### config.mk
export PLATFORM = sky130hd
export DESIGN_NAME = apb_demux_nslv
export DESIGN_NICKNAME = d
export VERILOG_FILES = /design/src/rtl/apb_demux_nslv.sv
export SDC_FILE = /design/constraint.sdc
export NUM_CORES = 1
export LEC_CHECK = 0
export BUFFER_PORTS_ARGS = -buffer_cell sky130_fd_sc_hd__buf_2
export CAP_MARGIN = 10
export CORE_AREA = 2 2 128 130
export CTS_BUF_LIST = sky130_fd_sc_hd__clkbuf_2
export CTS_CLUSTER_SIZE = 8
export DETAILED_ROUTE_END_ITERATION = 16
export DIE_AREA = 0 0 130 132
export HOLD_SLACK_MARGIN = 0.03
export PLACE_DENSITY = 0.69
export SLEW_MARGIN = 0
export SYNTH_ARGS = -nofsm -noshare
export SYNTH_HDL_FRONTEND = slang
export SYNTH_SLANG_ARGS = --single-unit
### constraint.sdc
create_clock -name pclk -period 3.61 [get_ports pclk]
set_input_delay 0 -clock pclk [delete_from_list [all_inputs] [get_ports pclk]]
set_output_delay 0 -clock pclk [all_outputs]
set_load 0.05 [all_outputs]
### src/rtl/apb_demux_nslv.sv
// APB3 1-to-N demux: decodes BASE/MASK windows, replays on one slave; decode-miss and timeout errors.
// Latency 3 cycles + slave waits (decode miss: 1); upstream is held off by pready until the slave finishes or the watchdog fires.
module apb_demux_nslv #(
    parameter int                          NUM_SLV     = 4,
    parameter int                          P_ADDR_W    = 32,
    parameter int                          P_DATA_W    = 32,
    parameter int                          P_STRB_W    = P_DATA_W / 8,
    parameter logic [NUM_SLV*P_ADDR_W-1:0] SLV_BASE    = {32'h3000_0000, 32'h2000_0000,
                                                          32'h1000_0000, 32'h0000_0000},
    parameter logic [NUM_SLV*P_ADDR_W-1:0] SLV_MASK    = {4{32'hF000_0000}},
    parameter int                          TIMEOUT_CYC = 256,
    parameter logic [P_DATA_W-1:0]         ERR_DATA    = 32'hDEAD_BEEF
) (
    input  logic                        pclk,
    input  logic                        presetn,
    input  logic [P_ADDR_W-1:0]         paddr,
    input  logic                        psel,
    input  logic                        penable,
    input  logic                        pwrite,
    input  logic [P_DATA_W-1:0]         pwdata,
    input  logic [P_STRB_W-1:0]         pwstrb,
    output logic                        pready,
    output logic [P_DATA_W-1:0]         prdata,
    output logic                        pslverr,
    output logic [NUM_SLV-1:0]          m_psel,
    output logic                        m_penable,
    output logic [P_ADDR_W-1:0]         m_paddr,
    output logic                        m_pwrite,
    output logic [P_DATA_W-1:0]         m_pwdata,
    output logic [P_STRB_W-1:0]         m_pwstrb,
    input  logic [NUM_SLV-1:0]          m_pready,
    input  logic [NUM_SLV*P_DATA_W-1:0] m_prdata,
    input  logic [NUM_SLV-1:0]          m_pslverr,
    output logic                        dec_err,
    output logic                        tmo_err,
    output logic [7:0]                  err_cnt
);

    localparam int IDX_W = (NUM_SLV > 1) ? $clog2(NUM_SLV) : 1;
    localparam int TMO_W = (TIMEOUT_CYC > 1) ? $clog2(TIMEOUT_CYC) : 1;
    localparam logic [TMO_W-1:0] TMO_LAST = TMO_W'((TIMEOUT_CYC > 0) ? TIMEOUT_CYC - 1 : 0);

    typedef enum logic [1:0] {IDLE, SETUP, ACCESS, RESP} state_t;

    state_t                state, state_nxt;
    logic [IDX_W-1:0]      idx_q, idx_nxt;
    logic [TMO_W-1:0]      tmo_cnt, tmo_cnt_nxt;
    logic                  hit;
    logic [IDX_W-1:0]      hit_idx;
    logic                  slv_rdy, slv_err, tmo_hit, accept;
    logic [P_DATA_W-1:0]   slv_dat;

    logic                  pready_nxt, pslverr_nxt, m_penable_nxt, m_pwrite_nxt;
    logic                  dec_err_nxt, tmo_err_nxt;
    logic [P_DATA_W-1:0]   prdata_nxt, m_pwdata_nxt;
    logic [NUM_SLV-1:0]    m_psel_nxt;
    logic [P_ADDR_W-1:0]   m_paddr_nxt;
    logic [P_STRB_W-1:0]   m_pwstrb_nxt;
    logic [7:0]            err_cnt_nxt;

    // Scan high-to-low so the lowest matching window is the one left standing.
    always_comb begin
        hit     = 1'b0;
        hit_idx = '0;
        for (int i = NUM_SLV - 1; i >= 0; i--) begin
            if ((paddr & SLV_MASK[i*P_ADDR_W +: P_ADDR_W]) == SLV_BASE[i*P_ADDR_W +: P_ADDR_W]) begin
                hit     = 1'b1;
                hit_idx = IDX_W'(i);
            end
        end
    end

    assign accept  = psel && !penable;
    assign slv_rdy = m_pready[idx_q];
    assign slv_err = m_pslverr[idx_q];
    assign slv_dat = m_prdata[idx_q*P_DATA_W +: P_DATA_W];
    assign tmo_hit = (TIMEOUT_CYC != 0) && (tmo_cnt == TMO_LAST);

    always_ff @(posedge pclk or negedge presetn) begin
        if (!presetn) state <= IDLE;
        else          state <= state_nxt;
    end

    always_comb begin
        state_nxt = state;
        case (state)
            IDLE:    if (accept) state_nxt = hit ? SETUP : RESP;
            SETUP:   state_nxt = ACCESS;
            ACCESS:  if (slv_rdy || tmo_hit) state_nxt = RESP;
            default: state_nxt = IDLE;
        endcase
    end

    always_comb begin
        pready_nxt    = 1'b0;
        prdata_nxt    = '0;
        pslverr_nxt   = 1'b0;
        m_psel_nxt    = '0;
        m_penable_nxt = 1'b0;
        m_paddr_nxt   = m_paddr;
        m_pwrite_nxt  = m_pwrite;
        m_pwdata_nxt  = m_pwdata;
        m_pwstrb_nxt  = m_pwstrb;
        dec_err_nxt   = 1'b0;
        tmo_err_nxt   = 1'b0;
        err_cnt_nxt   = err_cnt;
        idx_nxt       = idx_q;
        tmo_cnt_nxt   = '0;
        case (state)
            IDLE: if (accept) begin
                m_paddr_nxt  = paddr;
                m_pwrite_nxt = pwrite;
                m_pwdata_nxt = pwdata;
                m_pwstrb_nxt = pwstrb;
                idx_nxt      = hit_idx;
                if (hit) begin
                    m_psel_nxt = NUM_SLV'(1) << hit_idx;
                end else begin
                    pready_nxt  = 1'b1;
                    pslverr_nxt = 1'b1;
                    prdata_nxt  = ERR_DATA;
                    dec_err_nxt = 1'b1;
                    err_cnt_nxt = (err_cnt == 8'hFF) ? err_cnt : err_cnt + 8'd1;
                end
            end
            SETUP: begin
                m_psel_nxt    = m_psel;
                m_penable_nxt = 1'b1;
            end
            ACCESS: begin
                if (slv_rdy) begin
                    pready_nxt  = 1'b1;
                    prdata_nxt  = slv_dat;
                    pslverr_nxt = slv_err;
                end else if (tmo_hit) begin
                    pready_nxt  = 1'b1;
                    prdata_nxt  = ERR_DATA;
                    pslverr_nxt = 1'b1;
                    tmo_err_nxt = 1'b1;
                    err_cnt_nxt = (err_cnt == 8'hFF) ? err_cnt : err_cnt + 8'd1;
                end else begin
                    m_psel_nxt    = m_psel;
                    m_penable_nxt = 1'b1;
                    tmo_cnt_nxt   = tmo_cnt + 1'b1;
                end
            end
            default: ;
        endcase
    end

    always_ff @(posedge pclk or negedge presetn) begin
        if (!presetn) begin
            pready    <= 1'b0;
            prdata    <= '0;
            pslverr   <= 1'b0;
            m_psel    <= '0;
            m_penable <= 1'b0;
            m_paddr   <= '0;
            m_pwrite  <= 1'b0;
            m_pwdata  <= '0;
            m_pwstrb  <= '0;
            dec_err   <= 1'b0;
            tmo_err   <= 1'b0;
            err_cnt   <= 8'd0;
            idx_q     <= '0;
            tmo_cnt   <= '0;
        end else begin
            pready    <= pready_nxt;
            prdata    <= prdata_nxt;
            pslverr   <= pslverr_nxt;
            m_psel    <= m_psel_nxt;
            m_penable <= m_penable_nxt;
            m_paddr   <= m_paddr_nxt;
            m_pwrite  <= m_pwrite_nxt;
            m_pwdata  <= m_pwdata_nxt;
            m_pwstrb  <= m_pwstrb_nxt;
            dec_err   <= dec_err_nxt;
            tmo_err   <= tmo_err_nxt;
            err_cnt   <= err_cnt_nxt;
            idx_q     <= idx_nxt;
            tmo_cnt   <= tmo_cnt_nxt;
        end
    end

endmodule

# ---- After elaboration in Yosys (flattened, before gate mapping)
# Cells that the tools add are included.
dict set report classes {
  reduce_logical 10
  n_lt_le_gt_ge 1
  n_shift 2
  bitwise_logic 1
  n_addsub 2
  mux 48
  n_eq_ne 13
}
# operator n
set op_table {}
lappend op_table {{$mux W32} 4}
lappend op_table {{$shiftx A128 B8 Y32} 1}
lappend op_table {{$mux W8} 8}
lappend op_table {{$pmux W32 S2} 1}
lappend op_table {{$logic_not A32 Y1} 1}
lappend op_table {{$add A8 B1 Y8 const B} 2}
lappend op_table {{$eq A8 B8 Y1 const B} 2}
lappend op_table {{$mux W1} 16}
lappend op_table {{$mux W4} 4}
lappend op_table {{$pmux W8 S2} 1}
lappend op_table {{$mux W2} 7}
lappend op_table {{$pmux W4 S3} 1}
lappend op_table {{$ne A2 B2 Y1 const B} 5}
lappend op_table {{$eq A4 B2 Y1 const B} 2}
lappend op_table {{$pmux W1 S2} 3}
lappend op_table {{$pmux W2 S3} 1}
lappend op_table {{$reduce_and A2 Y1} 3}
lappend op_table {{$reduce_and A5 Y1} 1}
lappend op_table {{$bmux W1 S2} 2}
lappend op_table {{$eq A4 B1 Y1 const B} 1}
lappend op_table {{$shl A1 B2 Y4 const A} 1}
lappend op_table {{$lt A2 B3 Y1 const B} 1}
lappend op_table {{$ne A3 B3 Y1 const B} 1}
lappend op_table {{$eq A2 B1 Y1 const B} 1}
lappend op_table {{7 further kinds} 7}
dict set report totals {
  regBits 130
  word_cells 92
  in_bits 209
  out_inout_bits 118
}

# ---- Longest topological paths before layout
# Gate-level depths: netlist (run 1).
dict set report depth {
  depth_word 9
  depth_mapped 8
  depth_no_buf 6
}

# ---- Worst setup path before layout (run 1)
# Ideal clock, no wire load.
dict set report synth_timing {
  path_kind {register to register}
  from {register idx_q[0]}
  to {register err_cnt[1]}
  required_time_ps 3482
  setup_ps 128
  synth_period_minus_slack_ps 2243
  path_stages_with_launch 6
  n_path_buf 1
  path_slack_ps 1367
  arrival_ps 2116
  path_cell_list {dfrtp_1 > buf_6 > mux4_2 > o41a_4 > nor3_2 > mux2_1}
}
dict set report synth_between {
  elab_chain_len 4
}
# element line_no
set synth_rtl {}
lappend synth_rtl {{from (decl)} 46} ;# logic [IDX_W-1:0] idx_q, idx_nxt;
lappend synth_rtl {{from (signal assigned)} 180} ;# idx_q <= idx_nxt;
lappend synth_rtl {{$bmux W1 S2} 74} ;# assign slv_rdy = m_pready[idx_q];
lappend synth_rtl {{$mux W1 (implied by the code)} 74}
lappend synth_rtl {{$ne A2 B2 Y1 (no line)} -}
lappend synth_rtl {{$reduce_and A5 Y1 (no line)} -}
lappend synth_rtl {{to (signal assigned)} 179} ;# err_cnt <= err_cnt_nxt;
lappend synth_rtl {{to (decl)} 36} ;# output logic [7:0] err_cnt
# Every way passes these cells. The select of a mux whose other input is x is not followed.
# A chain may end at the register's enable or synchronous reset.

# ---- Final worst setup path (run 1)
dict set report layout_timing {
  from {register idx_q[0]}
  to {register prdata[22]}
}
dict set report layout_between {
  elab_chain_len 4
  elab_cells_between_ends 5
  cone_classes {1 x shift; 4 x mux}
}
# element line_no
set layout_rtl {}
lappend layout_rtl {{branches (longest 2 deep; another with $shiftx A128 B8 Y32)} -}
lappend layout_rtl {{$mux W32 (*)} 131} ;# if (slv_rdy) begin
lappend layout_rtl {{$pmux W32 S2 (*)} 109} ;# case (state)
lappend layout_rtl {{named net prdata_nxt[22]} 55} ;# logic [P_DATA_W-1:0] prdata_nxt, m_pwdata_nxt;
lappend layout_rtl {{to (signal assigned)} 169} ;# prdata <= prdata_nxt;
lappend layout_rtl {{to (decl)} 23} ;# output logic [P_DATA_W-1:0] prdata,
# Mark *: on every way through the listed nets, which the timed path passes. The select of a mux whose other input is x is not followed.

==> results of run 1 <==
[worst paths after layout]
path / end / slack (ns) / cells after the start
setup / recovery: prdata[22] / 0.66 / 5
hold / removal: m_paddr[30] / 0.16 / 4
setup reg to reg: prdata[22] / 0.66 / 5
hold reg to reg: m_paddr[3] / 0.49 / 2
max in group asynchronous: idx_q[0] / 2.61 / 4
min in group asynchronous: m_paddr[14] / 0.58 / 4
[critical path, stage by stage, from the launching register on]
cell and delay, ns:
dfrtp_2 0.41, buf_4 0.53, mux4_2 0.58, dlygate4sd3_1 0.57, and3_1 0.19, dlygate4sd3_1 0.56
[power breakdown]
group | switching, uW | total [uW] | internal, uW | leakage [uW]
combinational | 3230 | 4690 | 1450 | 0.00352
clock | 529 | 970 | 442 | 0.000146
sequential | 326 | 2340 | 2010 | 0.00167
[sequential cells by signal, indices dropped and copies added (netlist names), 4 cells and up]
register and flops:
m_paddr 32, m_psel 4, prdata 32, m_pwstrb 4, tmo_cnt 8, err_cnt 8
m_pwdata 32
[synthesized netlist by cell type, drive strengths merged]
| cell type | count | area share, % |
|---|---|---|
| and3 | 11 | 1.2 |
| a311o | 1 | 0.17 |
| o31ai | 1 | 0.13 |
| o41a | 1 | 0.36 |
| a31o | 1 | 0.15 |
| o22a | 1 | 0.15 |
| buf | 13 | 1.0 |
| mux2 | 6 | 1.2 |
| a21boi | 1 | 0.13 |
| nor3 | 1 | 0.17 |
| or2 | 1 | 0.11 |
| a21oi | 2 | 0.17 |
| mux4 | 34 | 13 |
| xor2 | 11 | 1.6 |
| nor4 | 6 | 0.96 |
| nand3 | 7 | 0.60 |
| o21ai | 2 | 0.17 |
| ha | 6 | 1.3 |
| xnor2 | 2 | 0.30 |
| nand4 | 2 | 0.21 |
| nor2 | 66 | 4.2 |
| a2bb2oi | 1 | 0.15 |
| nor2b | 2 | 0.21 |
| nor4b | 3 | 0.77 |
| inv | 6 | 0.38 |
| nand2 | 213 | 14 |
| nand3b | 1 | 0.13 |
| dfrtp | 130 | 56 |
| and2 | 3 | 0.32 |
| clkbuf | 18 | 1.2 |
| and3b | 1 | 0.15 |
| nand2b | 1 | 0.11 |
[repair_timing]
action	4_1_cts	5_1_grt
hold buffers	216	0
setup endpoints to repair	0	0
endpoints found under the hold margin	213	0
[area by class of cell]
type                            instances  area, sq um
Antenna cell                            2         5.00
Sequential cell                       130         3250
Fill cell                            1182         5580
Clock buffer                           18         90.1
Clock inverter                         13          168
Inverter                                6         22.5
Timing Repair Buffer                  548         3860
Multi-Input combinational cell        388         2460
Tap cell                              216          270
[per-layer routing]
| metal | routed length [microns] | global-route usage, % | up-vias |
|---|---|---|---|
| met5 | 0 | 0 | - |
| met4 | 939 | 12.1 | 0 |
| met3 | 1560 | 7.26 | 69 |
| met2 | 11400 | 46.0 | 313 |
| met1 | 7900 | 29.0 | 3050 |
| li1 | - | - | 2909 |
[cells by family (layout without fill, tap and decap cells)]
kind of cell	after synthesis	after routing	synth area share [%]
compound gates	11	11	1.58
xor+xnor	13	13	1.95
fa+ha+maj	6	6	1.28
buf+inv	37	585	2.54
flops	130	130	55.6
mux	40	40	14.2
other cells	0	2	0
simple gates	318	318	22.8
[per-stage QoR]
| stage | cell area (sq um) | util (%) | power, uW | hold slack (ns) | cells |
|---|---|---|---|---|---|
| 6_report | 10100 | 64.5 | 8000 | 0.160 | 1321 |
| 5_1_grt | 10100 | 64.5 | 8440 | 0.0445 | 1321 |
| 4_1_cts | 10100 | 64.4 | 7920 | 0.0341 | 1319 |
| 3_5_place_dp | 7690 | 48.9 | 6540 | 0.180 | 1072 |
| 3_3_place_gp | 7690 | 48.9 | 6490 | 0.174 | 1072 |
| 2_1_floorplan | 5850 | - | 5480 | -0.296 | 555 |
==> results by group, run 1 <==
Run status
  – Status: completed

Routing
  – Via/cell ratio: roughly 4.8
  – Post-route DRC: 0
  – Final WL: about 22,000 microns
  – DR pass1 iterations: 4
  – DR WL/cell: between 15 and 20 microns
  – DR iter-0 viols: 285
  – Post-DRT Antenna Nets: 0
  – Via count: between 6,000 and 7,000

STA
  – Unrepaired setup endpoints after global routing: false
  – Hold violation count in the final report: 0
  – Clock Skews: 0.0309 ns
  – Slew Limit Fails: 0
  – FMAX: 0.339 GHz
  – TNS Setup: 0 ns
  – Setup WS post-layout: 0.662 ns
  – Measured slew at the worst slew-check pin: ~1.1 ns
  – Min Tclk post-route: 2.95 ns
  – Max-slew headroom: 28.9%
  – Ratio of final minimum period to clock period: 81.7%
  – Final setup viols: 0

Clocking
  – Post-cts sizing count: 0
  – CTS tree: done
  – Root Buffer: clkbuf_2
  – CTS Sinks: 130
  – Num CTS Buffers: 17
  – CTS HTree Levels: 4
  – Bufs on Longest Clock Path: 2
  – Clock-pin slew on the worst setup and hold paths: approximately 0.17 ns
  – Setup Fix Bufs, Post-CTS: 0
  – Clock latency on the worst-skew pair: roughly 0.67 ns

Min path
  – Hold Crit Start: paddr[30]
  – Type of the worst min-delay path: input port to flip-flop

Power
  – Static leakage: 0.00533 uW
  – PwrDens: just under 800 nW/um^2
  – Worst VDD drop: roughly 420 uV

Final layout
  – Area grow syn2layout: 73.1%
  – Leading cell types in the layout, fill and taps excluded: 325 x buf_2, 215 x dlygate4sd3_1, 213 x nand2_1
  – Final net count: approximately 1,300
  – Most common cell after layout, fill and taps aside: buf_2
  – Layout cells sized above 1: a little under two fifths

Floorplanning
  – Io pins: approximately 330
  – Die height: 132 microns
  – Placement row count: between 40 and 50
  – Initial Util: between 30 and 40%
  – Core Region: 15,700 sq um
  – Die width: 130 microns
  – Die ar.: 17,200 sq um

Synthesis
  – Yosys reg bits: between 100 and 150
  – Syn Nets: between 700 and 800
  – Post-synthesis area per instance: about 11 sq um
  – Synthesized area: 5850 sq um
  – Distinct cells, synth: 36
  – Cells after Synth: 555
  – Warnings from Yosys: 0
  – Sequential element share of the synthesized area: 55.6%

Placed design
  – Post-place setup slack: approximately 1.2 ns
  – DP HPWL: around 13,000 microns
  – Gpl congestion: ~0.80
  – I/O Buffers: approximately 330

Critical path
  – Worst setup path class: flip-flop to flip-flop
  – Crit path required time: between 4 and 5 ns
  – Crit path from: idx_q[0]
  – Kind of end point of the critical path: flip-flop
  – Startpoint Class: flip-flop
  – CP arrival: between 3 and 4 ns
  – Crit-path max FO: 34
  – RR Startpoint: idx_q[0]

Global route
  – Antenna violations before repair: 2
  – First-pass GRT wire length: about 35,000 microns
  – GRT overflow: 0
  – GRT Overall Usage: approximately a quarter
  – Maximum number of pins on one net before global-route repair: about 100
  – Vias in the first global route: 6,766

Run
  – Max-Cap Viols: 0
No activity file was read; power rests on OpenSTA's default activity.
==> run 2: changes to the inputs <==
- ABC_AREA: default -> 1
- CORE_AREA: 2 2 128 130 -> default
- CORE_MARGIN: default -> 2
- CORE_UTILIZATION: default -> 42
- DIE_AREA: 0 0 130 132 -> default
- PLACE_DENSITY: 0.69 -> 0.78
- clock period: 3.61 -> 2.7 ns (I/O delays scaled with it)
==> run 2 against run 1 <==
First-iteration DRC count grew to 2.9 times the previous value. Critical path depth grew 3. Setup slack lost 0.53 ns. Core utilization grew 10 points. Hold slack lost 0.047 ns. Sequential power grew 38%. Maximum frequency grew 15%. Wire length grew 30%. Largest cell class unchanged.
==> results by group, run 2 <==
Run status
  – Status: completed

Routing
  – Via/cell ratio: 5.29 (+10%)
  – Post-route DRC: 0 (unchanged)
  – DR iter-0 viols: 835 (+190%)
  – Final WL: 28,500 microns (+30%)
  – Post-DRT Antenna Nets: 0 (unchanged)
  – Via count: 8,284 (+31%)
  – DR WL/cell: 18.2 microns (+10%)
  – DR pass1 iterations: 6 (+2)

Critical path
  – CP arrival: 3.17 ns (-0.33 ns)
  – Crit path buffers/inverters: 4 (+1)
  – Delay-heaviest family, CP: buffers and inverters
  – Worst setup path class: flip-flop to flip-flop
  – RR Startpoint: state[0]
  – CP dominant cell by count: nand2_1
  – Startpoint Class: flip-flop
  – Crit-path max FO: 61 (+79%)
  – CP peak stage delay: 0.58 ns (about the same)
  – Kind of end point of the critical path: flip-flop
  – CP max-delay cell: dlygate4sd3_1
  – Register-to-register path setup slack: 0.13 ns (-0.53 ns)
  – Reg-to-reg critical path endpoint: m_pwstrb[1]
  – Crit path required time: 3.31 ns (-0.85 ns)
  – Worst path cell trace: inv_1, ha_1, nand2_2, clkinv_2, buf_12, nand2_1, nand2_1, dlygate4sd3_1
  – Reg2reg path depth: 8 (+3)

STA
  – Slew Limit Fails: 0 (unchanged)
  – Hold violation count in the final report: 0 (unchanged)
  – FMAX: 0.390 GHz (+15%)
  – Clock Skews: 0.0515 ns (+0.0206 ns)
  – Min Tclk post-route: 2.57 ns (-0.382 ns)
  – Final setup viols: 0 (unchanged)
  – Unrepaired setup endpoints after global routing: false
  – Ratio of final minimum period to clock period: 95.0% (+13 points)
  – TNS Setup: 0 ns (unchanged)
  – Max-slew headroom: 65.0% (+36 points)
  – Measured slew at the worst slew-check pin: 0.523 ns (-0.544 ns)

Synthesis
  – Distinct cells, synth: 32 (-11%)
  – Syn Nets: 1,014 (+32%)
  – Synth Area in XOR/XNOR: 0.699% (-1.2 points)
  – Post-synth EDFFs: 0 (unchanged)
  – Async SR Flop Fraction: 100% (unchanged)
  – Mux cell area share after synthesis: 0% (-14 points)
  – Synthesized area: 6270 sq um (+7.1%)
  – Largest area contributor in the netlist: dfrtp_1
  – Dominant cells by area after synthesis: dfrtp_1 52%, nand2_1 22%, nand3_1 4.3%
  – Largest family of logic cells by synthesized area: simple AND/OR/NAND/NOR gates
  – Post-synthesis area per instance: 7.85 sq um (-26%)
  – Top FF cell, synth: dfrtp_1
  – Post-synth top cells: 369 x nand2_1, 130 x dfrtp_1, 54 x nand3_1
  – Compound-Gate Fraction of Synth Area: 6.99% (+5.4 points)
  – Sequential element share of the synthesized area: 51.9% (-3.7 points)
  – Warnings from Yosys: 0 (unchanged)
  – Cells after Synth: 799 (+44%)
  – Post-synthesis adder-cell area fraction: 1.20% (-0.085 points)
  – Yosys top cell area share: 51.9% (-3.7 points)
  – Simple-Gate Fraction of Synth Area: 33.5% (+11 points)
  – Most common cell in the netlist: nand2_1
  – Yosys reg bits: 130 (unchanged)

Global route
  – Maximum number of pins on one net before global-route repair: 80 (-21%)
  – Antenna violations before repair: 1 (-1)
  – Vias in the first global route: 8,850 (+31%)
  – First-pass GRT wire length: 44,500 microns (+29%)
  – GRT overflow: 0 (unchanged)
  – GRT Overall Usage: 35.7% (+9.6 points)

Clocking
  – Clock latency on the worst-skew pair: 0.72 ns (+0.05 ns)
  – Root Buffer: clkbuf_2
  – Bufs on Longest Clock Path: 2 (unchanged)
  – CTS tree: done
  – CTS Sinks: 130 (unchanged)
  – Num CTS Buffers: 17 (unchanged)
  – Clock-pin slew on the worst setup and hold paths: 0.23 ns (+0.06 ns)
  – CTS HTree Levels: 4 (unchanged)

Placed design
  – DP HPWL: 14,400 microns (+13%)
  – I/O Buffers: 326 (unchanged)
  – Gpl congestion: 0.830 (+3.5%)

Min path
  – Type of the worst min-delay path: input port to flip-flop
  – Hold Crit Endpoint: tmo_cnt[2]
  – Hold Crit Start: m_pready[0]
  – Hold path cells: 6 (+2)

Final layout
  – Final net count: 1,581 (+21%)
  – Area grow syn2layout: 73.8%
  – Layout cells sized above 1: 28.4% (-8.5 points)
  – Util after Layout: 75.0% (+10 points)
  – Largest registers: m_paddr: 32 flops, m_pwdata: 32 flops, prdata: 32 flops
  – Most common cell after layout, fill and taps aside: nand2_1
  – Fill cell count: 922 (-22%)
  – Leading cell types in the layout, fill and taps excluded: 369 x nand2_1, 325 x buf_2, 256 x dlygate4sd3_1

Floorplanning
  – Placement row count: 44 (-4.3%)
  – Core Region: 14,500 sq um (-7.5%)
  – Io pins: 327 (unchanged)
  – Die height: 126 microns (-4.4%)
  – Initial Util: 43.1% (+5.9 points)
  – Die ar.: 15,900 sq um (-7.2%)
  – Die width: 126 microns (-2.9%)

Power
  – PwrDens: 1160 nW/um^2 (+47%)
  – Static leakage: 0.00595 uW (+12%)
  – Worst VDD drop: 747 uV (+77%)

Run
  – Max-Cap Viols: 0 (unchanged)
-- run 2: cell families (layout without fill, tap and decap cells) --
group | Yosys count | count (layout)
buffers and inverters | 71 | 651
and+or+nand+nor | 505 | 505
xor gates and xnor gates | 5 | 5
adders and majority gates | 6 | 6
other | 0 | 2
DFF | 130 | 130
AOI/OAI and AO/OA | 82 | 82
-- run 2: area by class of cell --
type                    count  area (sq um)  share of cell area, %
flip-flops and latches    130          3250                   29.9
inverters                  26           104                  0.953
diodes                      2          5.00                 0.0459
clock buffers              18          90.1                  0.827
repair buffers            593          4340                   39.9
well taps                 184           230                   2.11
multi-input cells         598          2660                   24.4
clock inverters            14           205                   1.88
-- run 2: tightest hold or removal path: cells and delay by family --
kind,cells,cell delay (ns)
AND/OR/NAND/NOR,5,0.70
buffers and inverters,1,0.07
-- run 2: metal layers --
layer	track usage (%)	wire, microns	vias to the layer above
li1	-	-	3677
met1	37.6	9750	3874
met2	62.4	14400	550
met3	8.28	2130	183
met4	26.0	2190	0
met5	0	0	-
-- run 2: how the worst max path moves through the flow --
stage	from	to	slack, ns	cells past startpoint
after CTS	idx_q[0]	prdata[16]	0.01	8
after global placement	idx_q[0]	m_psel[0]	0.73	9
after global routing	state[1]	m_paddr[15]	0.03	8
after floorplan	err_cnt[0]	err_cnt[5]	0.95	7
after detailed placement	idx_q[0]	m_psel[0]	0.67	9
final	state[0]	m_pwstrb[1]	0.13	8
-- run 2: what timing repair did --
action / in CTS / in global routing
resized for setup: 0 / 7
setup buffers: 0 / 0
hold buffers: 257 / 0
setup endpoints to repair: 0 / 23
endpoints found under the hold margin: 251 / 0
-- run 2: per-stage QoR --
stage	total power (uW)	cells	area, sq um	hold WS, ns	setup WS (ns)
floorplan	8100	799	6270	-0.296	0.954
global placement	9590	1274	7980	-0.0143	0.729
detailed placement	9670	1274	7980	-0.0173	0.674
CTS	12200	1563	10900	0.0315	0.0148
global route	13300	1564	10900	0.0888	0.0285
finish	12700	1565	10900	0.113	0.135
-- run 2: report_power, final --
group | switching, uW | internal (uW)
sequential | 508 | 2720
clock | 816 | 630
combinational | 5500 | 2490
==> run 3: changes to the inputs <==
- CELL_PAD_IN_SITES_DETAIL_PLACEMENT: default -> 1
- CELL_PAD_IN_SITES_GLOBAL_PLACEMENT: default -> 1
- CORE_MARGIN: 2 -> 4
- CORE_UTILIZATION: 42 -> 29
- PLACE_DENSITY: 0.78 -> default
- PLACE_DENSITY_LB_ADDON: default -> 0.1
==> run 3 against run 2 <==
The run now fails in clock tree synthesis. Area after synthesis unchanged. Synthesized cell count unchanged.
==> results by group, run 3 <==
Run status
  – Status: aborted with a tool error
  – Halt Stage: clock tree synthesis
  – Tool error: [ERROR RSZ-0060] Max buffer count reached.

Clocking
  – CTS Sinks: 130 (unchanged)
  – Num CTS Buffers: 17 (unchanged)
  – Root Buffer: clkbuf_2
  – Post-cts sizing count: 0 (unchanged)
  – CTS HTree Levels: 4 (unchanged)
  – Setup Fix Bufs, Post-CTS: 0 (unchanged)
  – Bufs on Longest Clock Path: 2 (unchanged)
  – CTS hold repair buffers: 281 (+9.3%)

Synthesis
  – Most common cell in the netlist: nand2_1
  – Sequential element share of the synthesized area: 51.9% (unchanged)
  – Dominant cells by area after synthesis: dfrtp_1 52%, nand2_1 22%, nand3_1 4.3%
  – Distinct cells, synth: 32 (unchanged)
  – Largest area contributor in the netlist: dfrtp_1
  – Yosys reg bits: 130 (unchanged)
  – Syn Nets: 1,014 (unchanged)
  – Post-synthesis area per instance: 7.85 sq um (unchanged)
  – Yosys top cell area share: 51.9% (unchanged)
  – Warnings from Yosys: 0 (unchanged)
  – Post-synth EDFFs: 0 (unchanged)
  – Post-synth top cells: 369 x nand2_1, 130 x dfrtp_1, 54 x nand3_1
  – Synthesized area: 6270 sq um (unchanged)
  – Top FF cell, synth: dfrtp_1
  – Cells after Synth: 799 (unchanged)
  – Async SR Flop Fraction: 100% (unchanged)

Floorplanning
  – Placement row count: 53 (+20%)
  – Die height: 155 microns (+23%)
  – Initial Util: 29.6% (-13 points)
  – Io pins: 327 (unchanged)
  – Die width: 155 microns (+23%)

Placed design
  – I/O Buffers: 326 (unchanged)
  – DP HPWL: 18,000 microns (+26%)
  – Gpl congestion: 0.838 (+0.95%)
## run 3: kinds of logic after synthesis
kind of cell             share of synthesized area [%]
flip-flops                                        51.9
adder cells (fa/ha/maj)                           1.20
AO/OA/AOI/OAI                                     6.99
XOR/XNOR                                         0.699
buffers and inverters                             5.73
AND/OR/NAND/NOR                                   33.5
## run 3: through the flow
stage	std cells	util, %	cell area, sq um	setup WS [ns]	hold slack, ns
after floorplan	799	-	6270	0.954	-0.296
after global placement	1365	38.3	8100	0.620	0.0345
after detailed placement	1365	38.3	8100	0.571	0.0315
==> run 4: changes to the inputs <==
- CELL_PAD_IN_SITES_DETAIL_PLACEMENT: 1 -> default
- CELL_PAD_IN_SITES_GLOBAL_PLACEMENT: 1 -> default
- CORE_UTILIZATION: 29 -> 40
- CTS_BUF_LIST: sky130_fd_sc_hd__clkbuf_2 -> default
- CTS_CLUSTER_SIZE: 8 -> default
- HOLD_SLACK_MARGIN: 0.03 -> default
- PLACE_DENSITY_LB_ADDON: 0.1 -> 0.15
- clock period: 2.7 -> 3.51 ns (I/O delays scaled with it)
==> run 4 against run 3 <==
The run now ends clean.
==> results by group, run 4 (same netlist as run 2, synthesis figures left out) <==
Placed design
  – Gpl congestion: 0.826 (-1.4%)
  – DP HPWL: 15,000 microns (-17%)
  – Placed insts: 1,297 (-5.0%)
  – I/O Buffers: 326 (unchanged)
  – Post-Place Cell Area: 7960 sq um (-1.7%)

Final layout
  – Util after Layout: around two thirds
  – Footprint of the multi-input gates: 2660 sq um
  – Fill cell count: roughly 1,200
  – Area grow syn2layout: 60.7%
  – Most common cell after layout, fill and taps aside: nand2_1
  – Final Non-Filler Cells: approximately 1,500
  – Sequential cell area: about 3300 sq um
  – Finished Cell Area: around 10,000 sq um
  – Final net count: ~1,500
  – Largest registers: m_paddr: 32 flops, m_pwdata: 32 flops, prdata: 32 flops
  – Ant diodes: 0
  – Leading cell types in the layout, fill and taps excluded: 369 x nand2_1, 325 x buf_2, 152 x dlygate4sd3_1
  – Layout cells sized above 1: 30.5%

Critical path
  – Crit path required time: between 3 and 4 ns
  – Startpoint Class: flip-flop
  – Worst setup path class: flip-flop to flip-flop
  – Reg-to-reg critical path endpoint: prdata[20]
  – Crit-path max FO: 46
  – Crit path buffers/inverters: 3
  – CP max-delay cell: dfrtp_2
  – Reg2reg path depth: 7
  – Worst path cell trace: buf_4, nor2_1, nor2_1, o21ai_0, dlygate4sd3_1, a21oi_1, dlygate4sd3_1
  – RR Startpoint: idx_q[0]
  – Delay-heaviest family, CP: buffers and inverters
  – Register-to-register path setup slack: a little over 0.7 ns
  – CP arrival: roughly 3.1 ns
  – CP peak stage delay: ~0.63 ns
  – Kind of end point of the critical path: flip-flop

Clocking
  – CTS tree: done
  – Setup Fix Bufs, Post-CTS: 0 (unchanged)
  – CTS Sinks: 130 (unchanged)
  – Post-cts sizing count: 0 (unchanged)
  – Root Buffer: clkbuf_16
  – Clock latency on the worst-skew pair: around 0.42 ns
  – CTS HTree Levels: 4 (unchanged)
  – Num CTS Buffers: 17 (unchanged)
  – Bufs on Longest Clock Path: 2 (unchanged)
  – Clock-pin slew on the worst setup and hold paths: about 0.060 ns

STA
  – WHS: 0.0251 ns
  – TNS Setup: 0 ns
  – Min Tclk post-route: approximately 2.8 ns
  – Measured slew at the worst slew-check pin: 0.955 ns
  – Final setup viols: 0
  – Ratio of final minimum period to clock period: between 70% and 80%
  – Clock Skews: 0.00672 ns
  – Max-slew headroom: between 30% and 40%
  – Slew Limit Fails: 0
  – FMAX: approximately 0.36 GHz
  – Hold violation count in the final report: 0
  – Unrepaired setup endpoints after global routing: false

Floorplanning
  – Initial Util: 41.1% (+11 points)
  – Core Region: 15,300 sq um
  – Placement row count: 45 (-15%)
  – Die height: 133 microns (-14%)
  – Die ar.: around 18,000 sq um
  – Io pins: 327 (unchanged)
  – Die width: 133 microns (-14%)

Routing
  – DR iter-0 viols: ~460
  – DR WL/cell: between 15 and 20 microns
  – DR pass1 iterations: 5
  – Via/cell ratio: 4.80
  – Post-DRT Antenna Nets: 0
  – Via count: 7,110
  – Post-route DRC: 0
  – Final WL: between 20,000 and 25,000 microns

Run status
  – Status: completed

Min path
  – Hold Crit Endpoint: prdata[16]
  – Type of the worst min-delay path: input port to flip-flop
  – Hold path cells: 5
  – Hold Crit Start: m_prdata[80]

Global route
  – First-pass GRT wire length: 35,100 microns
  – Antenna violations before repair: 0
  – GRT Overall Usage: between 20% and 30%
  – Vias in the first global route: between 6,000 and 7,000
  – GRT overflow: 0
  – Maximum number of pins on one net before global-route repair: between 100 and 150

Power
  – Worst VDD drop: about 570 uV
  – PwrDens: 965 nW/um^2
  – Static leakage: between 0.005 and 0.006 uW

Run
  – Max-Cap Viols: 0
run 4: timing repair:
action,4_1_cts,5_1_grt
endpoints found under the setup margin,0,0
hold buffers,152,0
endpoints found under the hold margin,207,0
run 4: layout make-up:
class                           instances  share of cell area (%)
Clock buffer                           17                    4.22
Tap cell                              211                    2.62
Clock inverter                         15                    1.68
Sequential cell                       130                    32.3
Timing Repair Buffer                  484                    31.8
Inverter                               26                    1.02
Multi-Input combinational cell        598                    26.4
run 4: worst max-delay path by stage:
| stage | startpoint | to | slack, ns | cells after the start |
|---|---|---|---|---|
| 5_1_grt | idx_q[0] | prdata[17] | 0.54 | 7 |
| 3_3_place_gp | idx_q[0] | m_psel[0] | 1.20 | 9 |
| 2_1_floorplan | err_cnt[0] | err_cnt[5] | 1.76 | 7 |
| 4_1_cts | idx_q[0] | prdata[3] | 0.79 | 7 |
| 3_5_place_dp | idx_q[0] | m_psel[0] | 1.16 | 9 |
| 6_report | idx_q[0] | prdata[20] | 0.73 | 7 |
run 4: worst min-delay path: stages:
cell and delay, ns:
buf_2 0.10, nand2_1 0.05, nand3_1 0.07, nand2_1 0.09, a22oi_1 0.08
run 4: where the power goes:
part | leakage, uW | internal, uW | switching (uW)
combinational | 0.00360 | 1570 | 3920
sequential | 0.00168 | 2100 | 362
clock | 0.000290 | 1060 | 697
run 4: metal layers:
layer	track usage, %	up-vias	share of wire, %
met3	6.72	46	7.8
met2	42.4	321	50
li1	-	3454	-
met1	29.5	3289	39
met4	9.14	0	2.7
met5	0	-	0
run 4: stage by stage:
step	setup slack, ns	power [uW]
3_5_place_dp	1.16	7400
3_3_place_gp	1.20	7370
4_1_cts	0.791	9720
5_1_grt	0.536	10300
2_1_floorplan	1.76	6230
6_report	0.725	9720
